File: config.mk
export PLATFORM = sky130hd
export DESIGN_NAME = datapath_seq_flat
export DESIGN_NICKNAME = d
export VERILOG_FILES = /design/src/rtl/datapath_pkg.sv /design/src/rtl/datapath_seq_if.sv /design/src/rtl/datapath_seq_regfile_n.sv /design/src/rtl/datapath_seq.sv /design/src/flat_wrapper.sv
export SDC_FILE = /design/constraint.sdc
export NUM_CORES = 1
export LEC_CHECK = 0
export BUFFER_PORTS_ARGS = -buffer_cell sky130_fd_sc_hd__buf_2
export CAP_MARGIN = 40
export CORE_MARGIN = 2
export CORE_UTILIZATION = 45
export CTS_BUF_LIST = sky130_fd_sc_hd__clkbuf_16
export DETAILED_ROUTE_END_ITERATION = 6
export PLACE_DENSITY_LB_ADDON = 0.05
export SETUP_SLACK_MARGIN = 0.3
export SYNTH_ARGS = -nofsm -noshare
export SYNTH_HDL_FRONTEND = slang
export SYNTH_HIERARCHICAL = 1
export SYNTH_SLANG_ARGS = --single-unit
File: constraint.sdc
create_clock -name clk -period 3.8 [get_ports clk]
set_clock_uncertainty 0.05 [all_clocks]
set_input_delay 0.38 -clock clk [delete_from_list [all_inputs] [get_ports clk]]
set_output_delay 0.38 -clock clk [all_outputs]
set_load 0.1 [all_outputs]
File: src/rtl/datapath_pkg.sv
// Shared types and constants for the self-sequencing datapath: opcodes, ALU
// functions, shift modes, sequencer states and status-bit positions.
package datapath_pkg;

  typedef enum logic [2:0] {
    OP_MOV_IMM = 3'b000,
    OP_MOV_REG = 3'b001,
    OP_ADD     = 3'b010,
    OP_CMP     = 3'b011,
    OP_AND     = 3'b100,
    OP_MVN     = 3'b101
  } op_e;

  typedef enum logic [1:0] {ALU_ADD, ALU_SUB, ALU_AND, ALU_NOTB} alu_op_e;

  typedef enum logic [1:0] {SH_NONE, SH_LSL1, SH_LSR1, SH_ASR1} shift_e;

  typedef enum logic [2:0] {S_IDLE, S_WIMM, S_RDA, S_RDB, S_EXEC, S_WB, S_DONE} state_e;

  localparam int STATUS_W = 3;
  localparam int STAT_Z   = 0;
  localparam int STAT_N   = 1;
  localparam int STAT_V   = 2;

  function automatic logic is_legal_op(input logic [2:0] op);
    return op <= OP_MVN;
  endfunction

  // First sequencer state after a command is accepted; illegal ops finish at once.
  function automatic state_e first_state(input logic [2:0] op);
    case (op)
      OP_MOV_IMM:                return S_WIMM;
      OP_MOV_REG, OP_MVN:        return S_RDB;
      OP_ADD, OP_CMP, OP_AND:    return S_RDA;
      default:                   return S_DONE;
    endcase
  endfunction

endpackage

File: src/rtl/datapath_seq_if.sv
// Command/response bundle between an instruction source and datapath_seq,
// plus the debug register-file read port.
interface datapath_seq_if #(
  parameter int DATA_W   = 16,
  parameter int NUM_REGS = 8
);
  import datapath_pkg::*;
  localparam int REG_AW = $clog2(NUM_REGS);

  logic                start;
  logic [2:0]          cmd_op;
  logic [REG_AW-1:0]   cmd_rd;
  logic [REG_AW-1:0]   cmd_rn;
  logic [REG_AW-1:0]   cmd_rm;
  logic [1:0]          cmd_shift;
  logic [DATA_W-1:0]   cmd_imm;
  logic                ready;
  logic                done;
  logic                err;
  logic [DATA_W-1:0]   result;
  logic [STATUS_W-1:0] status;
  logic [REG_AW-1:0]   dbg_addr;
  logic [DATA_W-1:0]   dbg_data;

  modport master (
    output start, cmd_op, cmd_rd, cmd_rn, cmd_rm, cmd_shift, cmd_imm, dbg_addr,
    input  ready, done, err, result, status, dbg_data
  );

  modport slave (
    input  start, cmd_op, cmd_rd, cmd_rn, cmd_rm, cmd_shift, cmd_imm, dbg_addr,
    output ready, done, err, result, status, dbg_data
  );
endinterface

File: src/rtl/datapath_seq_regfile_n.sv
// NUM_REGS x DATA_W register file: one synchronous write port, combinational
// operand and debug read ports, asynchronous clear.
module regfile_n #(
  parameter int DATA_W   = 16,
  parameter int NUM_REGS = 8,
  localparam int REG_AW  = $clog2(NUM_REGS)
) (
  input  logic              clk,
  input  logic              rst_n,
  input  logic              we,
  input  logic [REG_AW-1:0] waddr,
  input  logic [DATA_W-1:0] wdata,
  input  logic [REG_AW-1:0] raddr,
  output logic [DATA_W-1:0] rdata,
  input  logic [REG_AW-1:0] dbg_addr,
  output logic [DATA_W-1:0] dbg_data
);
  logic [DATA_W-1:0] rd_vec [NUM_REGS];

  for (genvar gi = 0; gi < NUM_REGS; gi++) begin : g_entry
    localparam logic [REG_AW-1:0] IDX = REG_AW'(gi);
    logic [DATA_W-1:0] entry_reg;

    always_ff @(posedge clk or negedge rst_n) begin
      if (!rst_n) begin
        entry_reg <= '0;
      end else if (we && waddr == IDX) begin
        entry_reg <= wdata;
      end
    end

    assign rd_vec[gi] = entry_reg;
  end

  assign rdata    = rd_vec[raddr];
  assign dbg_data = rd_vec[dbg_addr];
endmodule

File: src/rtl/datapath_seq.sv
// Self-sequencing datapath: latches one command per start/ready handshake and
// walks it through register read, shift/ALU execute and write-back.
module datapath_seq
  import datapath_pkg::*;
#(
  parameter int DATA_W   = 16,
  parameter int NUM_REGS = 8
) (
  input  logic          clk,
  input  logic          rst_n,
  datapath_seq_if.slave bus
);
  localparam int REG_AW = $clog2(NUM_REGS);
  localparam int MSB    = DATA_W - 1;

  state_e              state_reg, state_next;
  logic [2:0]          op_reg;
  logic [REG_AW-1:0]   rd_reg, rn_reg, rm_reg;
  shift_e              shift_reg;
  logic [DATA_W-1:0]   imm_reg, a_reg, b_reg, c_reg;
  logic [STATUS_W-1:0] status_reg;

  logic                accept;
  logic                rf_we;
  logic [REG_AW-1:0]   rf_raddr;
  logic [DATA_W-1:0]   rf_rdata, rf_wdata;
  alu_op_e             alu_op;
  logic [DATA_W-1:0]   ain, b_sh, alu_res;
  logic                alu_v;

  assign bus.ready  = (state_reg == S_IDLE) || (state_reg == S_DONE);
  assign accept     = bus.start && bus.ready;
  assign bus.done   = (state_reg == S_DONE);
  assign bus.err    = bus.done && !is_legal_op(op_reg);
  assign bus.result = c_reg;
  assign bus.status = status_reg;

  // The single operand read port serves rn in RDA and rm in RDB.
  assign rf_raddr = (state_reg == S_RDA) ? rn_reg : rm_reg;
  assign rf_we    = (state_reg == S_WIMM) || (state_reg == S_WB);
  assign rf_wdata = (state_reg == S_WIMM) ? imm_reg : c_reg;

  regfile_n #(.DATA_W(DATA_W), .NUM_REGS(NUM_REGS)) u_regfile (
    .clk      (clk),
    .rst_n    (rst_n),
    .we       (rf_we),
    .waddr    (rd_reg),
    .wdata    (rf_wdata),
    .raddr    (rf_raddr),
    .rdata    (rf_rdata),
    .dbg_addr (bus.dbg_addr),
    .dbg_data (bus.dbg_data)
  );

  always_ff @(posedge clk or negedge rst_n) begin
    if (!rst_n) state_reg <= S_IDLE;
    else        state_reg <= state_next;
  end

  always_comb begin
    state_next = state_reg;
    case (state_reg)
      S_IDLE, S_DONE: state_next = accept ? first_state(bus.cmd_op) : S_IDLE;
      S_WIMM:         state_next = S_DONE;
      S_RDA:          state_next = S_RDB;
      S_RDB:          state_next = S_EXEC;
      S_EXEC:         state_next = (op_reg == OP_CMP) ? S_DONE : S_WB;
      S_WB:           state_next = S_DONE;
      default:        state_next = S_IDLE;
    endcase
  end

  always_ff @(posedge clk or negedge rst_n) begin
    if (!rst_n) begin
      op_reg     <= '0;
      rd_reg     <= '0;
      rn_reg     <= '0;
      rm_reg     <= '0;
      shift_reg  <= SH_NONE;
      imm_reg    <= '0;
      a_reg      <= '0;
      b_reg      <= '0;
      c_reg      <= '0;
      status_reg <= '0;
    end else begin
      if (accept) begin
        op_reg    <= bus.cmd_op;
        rd_reg    <= bus.cmd_rd;
        rn_reg    <= bus.cmd_rn;
        rm_reg    <= bus.cmd_rm;
        shift_reg <= shift_e'(bus.cmd_shift);
        imm_reg   <= bus.cmd_imm;
      end
      case (state_reg)
        S_WIMM: c_reg <= imm_reg;
        S_RDA:  a_reg <= rf_rdata;
        S_RDB:  b_reg <= rf_rdata;
        S_EXEC: begin
          c_reg              <= alu_res;
          status_reg[STAT_V] <= alu_v;
          status_reg[STAT_N] <= alu_res[MSB];
          status_reg[STAT_Z] <= (alu_res == '0);
        end
        default: ;
      endcase
    end
  end

  always_comb begin
    b_sh = b_reg;
    case (shift_reg)
      SH_LSL1: b_sh = {b_reg[MSB-1:0], 1'b0};
      SH_LSR1: b_sh = {1'b0, b_reg[MSB:1]};
      SH_ASR1: b_sh = {b_reg[MSB], b_reg[MSB:1]};
      default: ;
    endcase
  end

  // MOV_REG reuses the adder with a zero A operand, so its V flag is always 0.
  assign ain = (op_reg == OP_MOV_REG) ? '0 : a_reg;

  always_comb begin
    alu_op = ALU_ADD;
    case (op_reg)
      OP_CMP:  alu_op = ALU_SUB;
      OP_AND:  alu_op = ALU_AND;
      OP_MVN:  alu_op = ALU_NOTB;
      default: ;
    endcase
  end

  always_comb begin
    alu_res = '0;
    alu_v   = 1'b0;
    case (alu_op)
      ALU_ADD: begin
        alu_res = ain + b_sh;
        alu_v   = (ain[MSB] == b_sh[MSB]) && (alu_res[MSB] != ain[MSB]);
      end
      ALU_SUB: begin
        alu_res = ain - b_sh;
        alu_v   = (ain[MSB] != b_sh[MSB]) && (alu_res[MSB] != ain[MSB]);
      end
      ALU_AND:  alu_res = ain & b_sh;
      ALU_NOTB: alu_res = ~b_sh;
      default: ;
    endcase
  end
endmodule

File: src/flat_wrapper.sv
// flat-port wrapper written by rule: the top's interface ports become plain ports
module datapath_seq_flat import datapath_pkg::*;
#(
  parameter int DATA_W   = 16,
  parameter int NUM_REGS = 8
)
  (clk, rst_n, bus_start, bus_cmd_op, bus_cmd_rd, bus_cmd_rn, bus_cmd_rm, bus_cmd_shift, bus_cmd_imm, bus_dbg_addr, bus_ready, bus_done, bus_err, bus_result, bus_status, bus_dbg_data);
  datapath_seq_if #(.DATA_W(DATA_W), .NUM_REGS(NUM_REGS)) bus_i ();
  input  logic clk;
  input  logic rst_n;
  input wire logic [$bits(bus_i.start)-1:0] bus_start;
  input wire logic [$bits(bus_i.cmd_op)-1:0] bus_cmd_op;
  input wire logic [$bits(bus_i.cmd_rd)-1:0] bus_cmd_rd;
  input wire logic [$bits(bus_i.cmd_rn)-1:0] bus_cmd_rn;
  input wire logic [$bits(bus_i.cmd_rm)-1:0] bus_cmd_rm;
  input wire logic [$bits(bus_i.cmd_shift)-1:0] bus_cmd_shift;
  input wire logic [$bits(bus_i.cmd_imm)-1:0] bus_cmd_imm;
  input wire logic [$bits(bus_i.dbg_addr)-1:0] bus_dbg_addr;
  output wire logic [$bits(bus_i.ready)-1:0] bus_ready;
  output wire logic [$bits(bus_i.done)-1:0] bus_done;
  output wire logic [$bits(bus_i.err)-1:0] bus_err;
  output wire logic [$bits(bus_i.result)-1:0] bus_result;
  output wire logic [$bits(bus_i.status)-1:0] bus_status;
  output wire logic [$bits(bus_i.dbg_data)-1:0] bus_dbg_data;
  assign bus_i.start = bus_start;
  assign bus_i.cmd_op = bus_cmd_op;
  assign bus_i.cmd_rd = bus_cmd_rd;
  assign bus_i.cmd_rn = bus_cmd_rn;
  assign bus_i.cmd_rm = bus_cmd_rm;
  assign bus_i.cmd_shift = bus_cmd_shift;
  assign bus_i.cmd_imm = bus_cmd_imm;
  assign bus_i.dbg_addr = bus_dbg_addr;
  assign bus_ready = bus_i.ready;
  assign bus_done = bus_i.done;
  assign bus_err = bus_i.err;
  assign bus_result = bus_i.result;
  assign bus_status = bus_i.status;
  assign bus_dbg_data = bus_i.dbg_data;
  datapath_seq #(.DATA_W(DATA_W), .NUM_REGS(NUM_REGS)) u_core (.clk(clk), .rst_n(rst_n), .bus(bus_i));
endmodule
==> reports/metrics.csv, run 1 <==
stage,metric,value,unit
global_route,first_pass_grt_wire_length,55300,um
cells_and_area,design.final.nets,1246,
synth,yosys_warnings,6,
worst_setup_path,timing.critical_path.slowest_cell_delay,0.42,ns
timing,min_period_over_period,96.0,%
route,dr.first_iter.drc_count,473,
timing,setup_repair_after_global_routing_missed_its_margin,true,
global_route,initial_antenna_violation_count,0,
synth,async_flop_share,100,%
clocking,tritoncts,built,
timing,finalHoldViolCount,0,
route,dr_total_vias,9174,
cells_and_area,synthToLayoutAreaGrowth,19.4,%
clocking,cts.reportedPaths.clkPinSlew,0.06,ns
placement,finalWeightedCongestion,0.919,
worst_setup_path,cp_slowest_cell,sky130_fd_sc_hd__or3_4,
clocking,clock_tree.htree_level_count,1,
synth,ys_types,78,
clocking,insertion_delay_of_the_later_clocked_pin_in_the_worst_skew_pair,0.51,ns
route,routed_length_per_instance,22.9,um
synth,syn-mean-instance-area,12.3,um2
worst_hold_path,hold_path.class,in -> reg,
clocking,clkSinkCount,212,
synth,synthesis.nets,1136,
placement,buffer_ports.inserted,73,
timing,count_of_pins_over_their_slew_limit,0,
synth,post_synth_edffs,0,
floorplan,num_rows,62,
global_route,grt_pass1_vias,9259,
floorplan,floorplan.io_pins,74,
outcome,outcome,finished with violations,
global_route,grt_usage,23.3,%
route,vias_per_cell,5.81,
floorplan,die_width,175,um
timing,setup_tns,0,ns
worst_setup_path,worst_setup_path_end_kind,register,
cells_and_area,largest_reg_flops,128,
worst_setup_path,arrival_time_of_data_at_the_critical_path_endpoint,4.03,ns
outcome,violations,DRC,
synth,yosys_register_bits,212,
timing,final.min_clock_period,3.65,ns
floorplan,die-area,30600,um2
worst_setup_path,timing.critical_path.from_type,register,
worst_setup_path,crit_chain,inv_2 > or3_4 > buf_8 > buf_8 > buf_4 > and2_1 > ha_4 > a21o_1 > a21o_1 > a31oi_1 > mux2i_1 > a2bb2oi_2 > o2111ai_2 > or4_1 > o21ai_1,
synth,synth_sequential_area_ratio,40.4,%
cells_and_area,filler_cell_count,2502,
route,detailedRoute.firstPassIterationCount,7,
timing,transition_at_the_pin_with_the_smallest_max_transition_slack,0.874,ns
run,drv.max_cap_violation_count,0,
cells_and_area,drive_gt1_share,44.2,%
floorplan,core_area,28700,um2
route,post-route-drc-count,1,
synth,yosys_most_used_dff,sky130_fd_sc_hd__dfrtp_1,
clocking,root_buffer,sky130_fd_sc_hd__clkbuf_16,
worst_setup_path,worstPathMaxFanout,8,
global_route,grt_remaining_overflow,0,
floorplan,die_height,175,um
floorplan,initial_utilization,45.8,%
global_route,grt_max_degree,90,
timing,timing.final.setup_violations,0,
synth,post_synth_inst_count,1067,
worst_setup_path,crit_type,reg -> reg,
worst_setup_path,critPathRequiredTime,4.18,ns
clocking,clk_path_buf_depth,3,
route,finalWirelength,36300,um
clocking,cts_inserted_buffers,25,
synth,post_synth_instance_area,13100,um2
timing,worst_slew_margin_rel,41.7,%
route,final_antenna_net_count,0,
timing,fmax,0.274,GHz
placement,hpwl,24700,um
-- cell usage after synthesis, types with 10 or more instances --
library cell | instances | share of area, %
sky130_fd_sc_hd__a21oi_1 | 61 | 2.3
sky130_fd_sc_hd__and2_1 | 20 | 0.95
sky130_fd_sc_hd__buf_2 | 16 | 0.61
sky130_fd_sc_hd__buf_6 | 10 | 0.86
sky130_fd_sc_hd__clkbuf_1 | 28 | 0.80
sky130_fd_sc_hd__dfrtp_1 | 212 | 40
sky130_fd_sc_hd__ha_1 | 31 | 3.0
sky130_fd_sc_hd__inv_1 | 29 | 0.83
sky130_fd_sc_hd__mux2_2 | 239 | 20
sky130_fd_sc_hd__mux2i_1 | 19 | 1.4
sky130_fd_sc_hd__mux4_1 | 56 | 11
sky130_fd_sc_hd__nand2_1 | 42 | 1.2
sky130_fd_sc_hd__nand2b_1 | 10 | 0.48
sky130_fd_sc_hd__nor2_1 | 61 | 1.7
sky130_fd_sc_hd__nor2b_1 | 16 | 0.76
sky130_fd_sc_hd__nor3_1 | 11 | 0.42
sky130_fd_sc_hd__o211ai_1 | 11 | 0.63
sky130_fd_sc_hd__o21ai_0 | 33 | 1.3
-- placed cells by master, fill, tap and decap left out, drive strengths merged, types with 4 or more instances in the layout --
cell and n:
a211oi 6, a21o 7, a21oi 61, a31oi 7, and2 22, and3 4
buf 153, clkbuf 26, clkinv 9, dfrtp 212, ha 31, inv 39
mux2 239, mux2i 19, mux4 64, nand2 42, nand2b 10, nand3 5
nand3b 4, nand4 7, nor2 62, nor2b 16, nor3 12, nor3b 4
nor4 4, o2111ai 4, o211ai 11, o21a 4, o21ai 36, o21bai 4
o221ai 5, o31ai 4, or2 4, or3 4, xnor2 8, xor2 4
-- final cells by class --
type                            instances  area, um2  share of cell area [%]
Antenna cell                            1       2.50                  0.0159
Clock buffer                           25        626                    3.98
Clock inverter                         20        158                    1.00
Inverter                               31        116                   0.741
Multi-Input combinational cell        752       7890                    50.2
Sequential cell                       212       5310                    33.8
Tap cell                              384        480                    3.06
Timing Repair Buffer                  155       1120                    7.16
-- final timing paths --
path | from | end | slack [ns] | depth (start not counted)
setup / recovery | u_core/op_reg[0]$_DFFE_PN0P_ | u_core/bus.status[0]$_DFFE_PN0P_ | 0.15 | 15
hold / removal | bus_cmd_imm[1] | u_core/imm_reg[1]$_DFFE_PN0P_ | 0.05 | 2
setup reg to reg | u_core/op_reg[0]$_DFFE_PN0P_ | u_core/bus.status[0]$_DFFE_PN0P_ | 0.15 | 15
hold reg to reg | u_core/rm_reg[2]$_DFFE_PN0P_ | u_core/rm_reg[2]$_DFFE_PN0P_ | 0.45 | 1
max in group asynchronous | rst_n | u_core/imm_reg[8]$_DFFE_PN0P_ | 2.26 | 3
min in group asynchronous | rst_n | u_core/u_regfile/g_entry[2].entry_reg[1]$_DFFE_PN0P_ | 0.38 | 2
-- metal layers --
layer | vias up | routed length (um) | track usage (%)
met4 | 0 | 645 | 5.28
met2 | 159 | 18100 | 39.9
met1 | 4709 | 16400 | 32.4
met3 | 38 | 1120 | 2.11
met5 | - | 0 | 0
li1 | 4268 | - | -
-- stage by stage --
| stage | utilization, % | cell area (um2) | setup WS, ns | hold WS [ns] | std cells |
|---|---|---|---|---|---|
| after floorplan | - | 13300 | 0.266 | 0.0344 | 1067 |
| after detailed placement | 49.6 | 14200 | 0.0875 | 0.385 | 1512 |
| after CTS | 53.0 | 15200 | 0.177 | 0.0307 | 1567 |
| after global routing | 54.7 | 15700 | 0.0446 | 0.0384 | 1579 |
| after global placement | 49.5 | 14200 | 0.0974 | 0.385 | 1511 |
| final | 54.7 | 15700 | 0.152 | 0.0456 | 1580 |
-- what timing repair did --
action	4_1_cts	5_1_grt
gates cloned	0	1
buffers inserted	9	11
hold buffers	1	0
pin swaps	10	36
hold endpoints to repair	85	0
endpoints found under the setup margin	5	8
gates resized for setup	24	68
-- worst max-delay path: cells and delay by family, from the launching register on --
kind / cells / cell delay (ns)
AO/OA/AOI/OAI: 6 / 1.11
adder cells (fa/ha/maj): 1 / 0.29
buffers and inverters: 4 / 0.46
flip-flops: 1 / 0.36
multiplexers: 1 / 0.25
AND/OR/NAND/NOR: 3 / 1.04
-- cells by family after synthesis --
family / count (synthesis) / share of synthesized area [%]
AOI/OAI and AO/OA: 170 / 8.28
xor gates and xnor gates: 12 / 0.800
adders and majority gates: 33 / 3.26
buffers and inverters: 103 / 3.89
DFF: 212 / 40.4
muxes: 322 / 34.5
and+or+nand+nor: 215 / 8.92
Power of run 1 is left out: the tool's default activity adds up to more than one toggle a clock period on the data nets, which glitch-free logic cannot reach.
==> run 2: changes to the inputs <==
--- a/config.mk
+++ b/config.mk
@@ -5,12 +5,11 @@
 export SDC_FILE = /design/constraint.sdc
 export NUM_CORES = 1
 export LEC_CHECK = 0
-export BUFFER_PORTS_ARGS = -buffer_cell sky130_fd_sc_hd__buf_2
-export CAP_MARGIN = 40
 export CORE_MARGIN = 2
 export CORE_UTILIZATION = 45
 export CTS_BUF_LIST = sky130_fd_sc_hd__clkbuf_16
 export DETAILED_ROUTE_END_ITERATION = 6
+export DONT_BUFFER_PORTS = 1
 export PLACE_DENSITY_LB_ADDON = 0.05
 export SETUP_SLACK_MARGIN = 0.3
 export SYNTH_ARGS = -nofsm -noshare
==> run 2 against run 1 <==
The flow finishes with violations (hold timing); routed wire length down 0.73%; register-to-register slack got worse by 0.11 ns; setup slack lost 0.11 ns; sequential share of layout area up 0.14 points; final cell count decreased by 1.8%; critical path depth grew 1; sequential cell count is the same; worst hold slack worse by 0.53 ns.
==> reports/metrics.csv, run 2 (synthesis gave the netlist of run 1 again) <==
stage,metric,value,unit
route,finalWirelength,36000,um
cells_and_area,final_cell_count_no_fill,1551,
global_route,initial_antenna_violation_count,0,
timing,worst_slew_margin_rel,33.0,%
route,vias_per_cell,5.90,
worst_hold_path,hold_path.class,in -> async,
route,dr_total_vias,9154,
floorplan,die_width,175,um
worst_setup_path,crit_type,reg -> reg,
timing,setup_repair_after_global_routing_missed_its_margin,true,
clocking,clkSinkCount,212,
floorplan,num_rows,62,
placement,finalWeightedCongestion,0.843,
floorplan,core_area,28700,um2
timing,holdWs,-0.480,ns
route,final_antenna_net_count,0,
run,drv.max_cap_violation_count,0,
cells_and_area,mostFrequentLayoutCell,sky130_fd_sc_hd__mux2_2,
clocking,cts_inserted_buffers,24,
timing,final_critical_path_setup_slack,0.0417,ns
cells_and_area,antennaDiodeCount,0,
worst_setup_path,worstPathMaxFanout,6,
global_route,grt_usage,23.5,%
outcome,outcome,finished with violations,
clocking,insertion_delay_of_the_later_clocked_pin_in_the_worst_skew_pair,0.52,ns
floorplan,initial_utilization,45.8,%
cells_and_area,layout.cells.most_common_list,"239 x sky130_fd_sc_hd__mux2_2, 212 x sky130_fd_sc_hd__dfrtp_1, 87 x sky130_fd_sc_hd__buf_4",
timing,transition_at_the_pin_with_the_smallest_max_transition_slack,1.01,ns
outcome,violations,hold timing,
route,dr.first_iter.drc_count,603,
cells_and_area,filler_cell_count,2512,
placement,dpl_worst_slack,-0.192,ns
floorplan,floorplan.io_pins,74,
floorplan,die_height,175,um
cells_and_area,largest_reg_flops,128,
timing,count_of_pins_over_their_slew_limit,0,
clocking,clock_tree.htree_level_count,1,
global_route,grt_remaining_overflow,0,
cells_and_area,design.final.nets,1220,
worst_setup_path,worst_setup_path_end_kind,register,
clocking,cts.reportedPaths.clkPinSlew,0.06,ns
cells_and_area,synthToLayoutAreaGrowth,19.0,%
clocking,clk_path_buf_depth,3,
route,detailedRoute.firstPassIterationCount,5,
route,post-route-drc-count,0,
timing,finalHoldViolCount,212,
timing,timing.final.setup_violations,0,
global_route,first_pass_grt_wire_length,55600,um
global_route,grt_pass1_vias,9171,
floorplan,die-area,30600,um2
timing,fmax,0.266,GHz
clocking,tritoncts,built,
worst_setup_path,timing.critical_path.from_type,register,
clocking,cts_hold_buf,30,
worst_setup_path,arrival_time_of_data_at_the_critical_path_endpoint,4.15,ns
worst_setup_path,r2r_slack,0.04,ns
worst_setup_path,critPathRequiredTime,4.19,ns
clocking,root_buffer,sky130_fd_sc_hd__clkbuf_16,
placement,hpwl,24300,um
global_route,grt_max_degree,213,
placement,dp_cells,1459,
cells_and_area,drive_gt1_share,40.1,%
timing,final.min_clock_period,3.76,ns
route,routed_length_per_instance,23.2,um
placement,buffer_ports.inserted,0,
timing,min_period_over_period,98.9,%
run 2: cell types whose count changed in the layout (fill, tap and decap cells not counted), moves of 4 or more:
cell                            delta
sky130_fd_sc_hd__buf_2            -72
sky130_fd_sc_hd__clkinv_1          -4
sky130_fd_sc_hd__buf_4            +19
sky130_fd_sc_hd__clkinv_2          +5
sky130_fd_sc_hd__dlygate4sd3_1    +29
run 2: through the flow:
stage,TNS [ns],utilization (%),hold slack [ns],cell area (um2)
2_1_floorplan,0,-,0.0344,13300
5_1_grt,-0.0804,54.5,-0.508,15600
4_1_cts,0,53.3,-0.508,15300
3_3_place_gp,-0.180,48.8,0.0413,14000
3_5_place_dp,-0.192,48.8,0.0412,14000
6_report,0,54.5,-0.480,15600
run 2: timing repair:
action | CTS | global route
setup endpoints to repair | 4 | 6
hold endpoints to repair | 242 | 212
pin swaps | 10 | 22
resized for setup | 35 | 35
setup buffers | 3 | 16
gates cloned | 0 | 1
run 2: path summary, 6_finish.rpt:
| path | from | cells past startpoint | endpoint |
|---|---|---|---|
| setup / recovery | u_core/op_reg[0]$_DFFE_PN0P_ | 16 | u_core/bus.status[0]$_DFFE_PN0P_ |
| hold / removal | rst_n | 0 | u_core/u_regfile/g_entry[3].entry_reg[1]$_DFFE_PN0P_ |
| setup reg to reg | u_core/op_reg[0]$_DFFE_PN0P_ | 16 | u_core/bus.status[0]$_DFFE_PN0P_ |
| hold reg to reg | u_core/imm_reg[14]$_DFFE_PN0P_ | 1 | u_core/imm_reg[14]$_DFFE_PN0P_ |
| max in group asynchronous | rst_n | 0 | u_core/imm_reg[15]$_DFFE_PN0P_ |
| min in group clk | bus_cmd_op[1] | 2 | u_core/state_reg[2]$_DFF_PN0_ |
run 2: cell type report:
cell class                 instances  area, um2  share of cell area, %
clock buffer                      25        626                   4.00
clock inverter                    17        135                  0.864
inverter                          31        116                  0.744
multi-input combinational        752       7800                   49.9
sequential                       212       5310                   33.9
tap                              384        480                   3.07
timing repair buffer             130       1170                   7.51
run 2: worst max-delay path, stage by stage (launching register included):
cell and delay [ns]:
sky130_fd_sc_hd__dfrtp_1 0.35, sky130_fd_sc_hd__inv_2 0.04, sky130_fd_sc_hd__or3_4 0.43, sky130_fd_sc_hd__buf_12 0.16, sky130_fd_sc_hd__and2_4 0.16, sky130_fd_sc_hd__ha_4 0.31, sky130_fd_sc_hd__nor3_4 0.06, sky130_fd_sc_hd__buf_6 0.12
sky130_fd_sc_hd__a211oi_4 0.29, sky130_fd_sc_hd__buf_4 0.16, sky130_fd_sc_hd__nand2b_1 0.05, sky130_fd_sc_hd__a222oi_1 0.31, sky130_fd_sc_hd__o211ai_1 0.17, sky130_fd_sc_hd__a31oi_1 0.25, sky130_fd_sc_hd__nand2_1 0.09, sky130_fd_sc_hd__or4_4 0.55
sky130_fd_sc_hd__o21ai_2 0.11
run 2: routing by layer:
metal	wire (um)	track usage (%)	up-vias
met5	0	0	-
met4	728	5.10	0
met3	1340	3.07	54
met2	17700	39.8	158
met1	16200	32.4	4733
li1	-	-	4209
Power of run 2 is left out for the same reason.
==> run 3: changes to the inputs <==
--- a/config.mk
+++ b/config.mk
@@ -5,12 +5,13 @@
 export SDC_FILE = /design/constraint.sdc
 export NUM_CORES = 1
 export LEC_CHECK = 0
+export ABC_CLOCK_PERIOD_IN_PS = 3800
 export CORE_MARGIN = 2
 export CORE_UTILIZATION = 45
 export CTS_BUF_LIST = sky130_fd_sc_hd__clkbuf_16
 export DETAILED_ROUTE_END_ITERATION = 6
 export DONT_BUFFER_PORTS = 1
-export PLACE_DENSITY_LB_ADDON = 0.05
+export REMOVE_ABC_BUFFERS = 1
 export SETUP_SLACK_MARGIN = 0.3
 export SYNTH_ARGS = -nofsm -noshare
 export SYNTH_HDL_FRONTEND = slang
==> run 3 against run 2 <==
The run still ends with hold timing left; non-clock buffer count is 30 lower; global-route usage fell by 1.3 points; final cell count down 2.1%; critical path depth is 3 lower; critical endpoint unchanged; highest routed layer unchanged.
==> reports/metrics.csv, run 3 (synthesis gave the netlist of run 1 again) <==
stage,metric,value,unit
outcome,outcome,finished with violations,
outcome,violations,hold timing,
clocking,cts_inserted_buffers,22,
route,vias_per_cell,5.95,
clocking,clock_tree.htree_level_count,1,
worst_setup_path,worst_setup_path_end_kind,register,
cells_and_area,design.final.nets,1189,
cells_and_area,filler_cell_count,2488,
timing,final.min_clock_period,3.56,ns
worst_hold_path,hold_path.class,in -> async,
timing,setup_repair_after_global_routing_missed_its_margin,true,
worst_setup_path,crit-reg2reg-capture,u_core/bus.status[0]$_DFFE_PN0P_,
floorplan,floorplan.io_pins,74,
timing,min_period_over_period,93.7,%
worst_setup_path,timing.critical_path.from_type,register,
placement,placed_cell_area,13800,um2
worst_setup_path,ff_to_ff_start,u_core/op_reg[0]$_DFFE_PN0P_,
worst_setup_path,crit_chain,inv_2 > or3_4 > and2_1 > ha_4 > nor2b_2 > o311ai_2 > nor2b_2 > o21bai_1 > a221o_1 > a21oi_2 > nand3_2 > or4_1 > o21ai_1,
cells_and_area,mostFrequentLayoutCell,sky130_fd_sc_hd__mux2_2,
cells_and_area,synthToLayoutAreaGrowth,15.3,%
route,finalWirelength,33700,um
global_route,grt_pass1_vias,9255,
timing,holdWs,-0.471,ns
global_route,grt_remaining_overflow,0,
timing,finalHoldViolCount,212,
placement,hpwl,22300,um
worst_setup_path,crit_family,simple AND/OR/NAND/NOR gates,
cells_and_area,largest_reg_flops,128,
timing,timing.final.setup_violations,0,
global_route,initial_antenna_violation_count,1,
worst_setup_path,critPathRequiredTime,4.19,ns
worst_setup_path,timing.critical_path.slowest_cell_delay,0.54,ns
route,post-route-drc-count,0,
cells_and_area,layout.cells.most_common_list,"239 x sky130_fd_sc_hd__mux2_2, 210 x sky130_fd_sc_hd__dfrtp_1, 64 x sky130_fd_sc_hd__buf_4",
clocking,cts_hold_buf,30,
clocking,clk_path_buf_depth,3,
cells_and_area,multiInputGateArea,7690,um2
worst_setup_path,r2r_slack,0.24,ns
worst_setup_path,cp.buffers_inverters,1,
worst_setup_path,worst_r2r_path_depth,13,
clocking,tritoncts,built,
worst_setup_path,crit_top_cell,sky130_fd_sc_hd__nor2b_2,
timing,transition_at_the_pin_with_the_smallest_max_transition_slack,0.999,ns
floorplan,core_area,28700,um2
floorplan,die_width,175,um
floorplan,num_rows,62,
worst_setup_path,critical_path.startpoint,u_core/op_reg[0]$_DFFE_PN0P_,
global_route,first_pass_grt_wire_length,53400,um
floorplan,initial_utilization,45.8,%
placement,finalWeightedCongestion,0.883,
run,drv.max_cap_violation_count,0,
floorplan,die-area,30600,um2
route,detailedRoute.firstPassIterationCount,5,
cells_and_area,fin_area,15100,um2
worst_setup_path,arrival_time_of_data_at_the_critical_path_endpoint,3.95,ns
timing,fmax,0.281,GHz
clocking,insertion_delay_of_the_later_clocked_pin_in_the_worst_skew_pair,0.50,ns
timing,worst_slew_margin_rel,33.4,%
timing,setup_tns,0,ns
floorplan,die_height,175,um
global_route,grt_max_degree,213,
worst_setup_path,crit_type,reg -> reg,
cells_and_area,drive_gt1_share,37.7,%
route,dr.first_iter.drc_count,685,
clocking,clkSinkCount,212,
placement,buffer_ports.inserted,0,
timing,count_of_pins_over_their_slew_limit,0,
route,final_antenna_net_count,0,
route,routed_length_per_instance,22.2,um
global_route,grt_usage,22.2,%
worst_setup_path,worstPathMaxFanout,6,
clocking,root_buffer,sky130_fd_sc_hd__clkbuf_16,
clocking,cts.reportedPaths.clkPinSlew,0.07,ns
cells_and_area,layout.area.seq,5310,um2
route,dr_total_vias,9037,
worst_setup_path,cp_slowest_cell,sky130_fd_sc_hd__or4_1,
run 3: per-layer routing:
layer | global-route usage (%) | share of wire, % | vias up
met5 | 0 | 0 | -
met4 | 5.97 | 2.0 | 0
met3 | 2.87 | 3.4 | 36
met2 | 38.7 | 51 | 159
met1 | 29.3 | 44 | 4686
li1 | - | - | 4156
run 3: worst max-delay path by stage:
| stage | endpoint | slack [ns] | cells after the start |
|---|---|---|---|
| 2_1_floorplan | u_core/a_reg[10]$_DFFE_PN0P_ | -0.39 | 5 |
| 3_3_place_gp | u_core/bus.status[0]$_DFFE_PN0P_ | 0.06 | 13 |
| 3_5_place_dp | u_core/bus.status[0]$_DFFE_PN0P_ | 0.008 | 13 |
| 4_1_cts | u_core/bus.status[0]$_DFFE_PN0P_ | 0.25 | 12 |
| 5_1_grt | u_core/bus.status[0]$_DFFE_PN0P_ | 0.08 | 13 |
| 6_report | u_core/bus.status[0]$_DFFE_PN0P_ | 0.24 | 13 |
run 3: metrics by stage:
stage,instances,util (%),worst slack (ns)
after CTS,1515,52.3,0.249
after floorplan,995,-,-0.392
after global placement,1440,48.0,0.0553
after global routing,1519,52.8,0.0830
final,1519,52.8,0.239
after detailed placement,1440,48.0,0.00829
run 3: area by class of cell:
cell class	count	share of cell area [%]
diodes	1	0.0165
multi-input cells	753	50.8
clock buffers	23	3.80
inverters	31	0.768
flip-flops and latches	212	35.0
repair buffers	100	5.83
clock inverters	15	0.595
well taps	384	3.17
run 3: timing repair:
item	in CTS	in global routing
setup buffers	6	3
pin swaps	14	15
setup endpoints to repair	6	7
hold endpoints to repair	242	212
resized for setup	40	35
cloned	1	0
Power of run 3 is left out for the same reason.
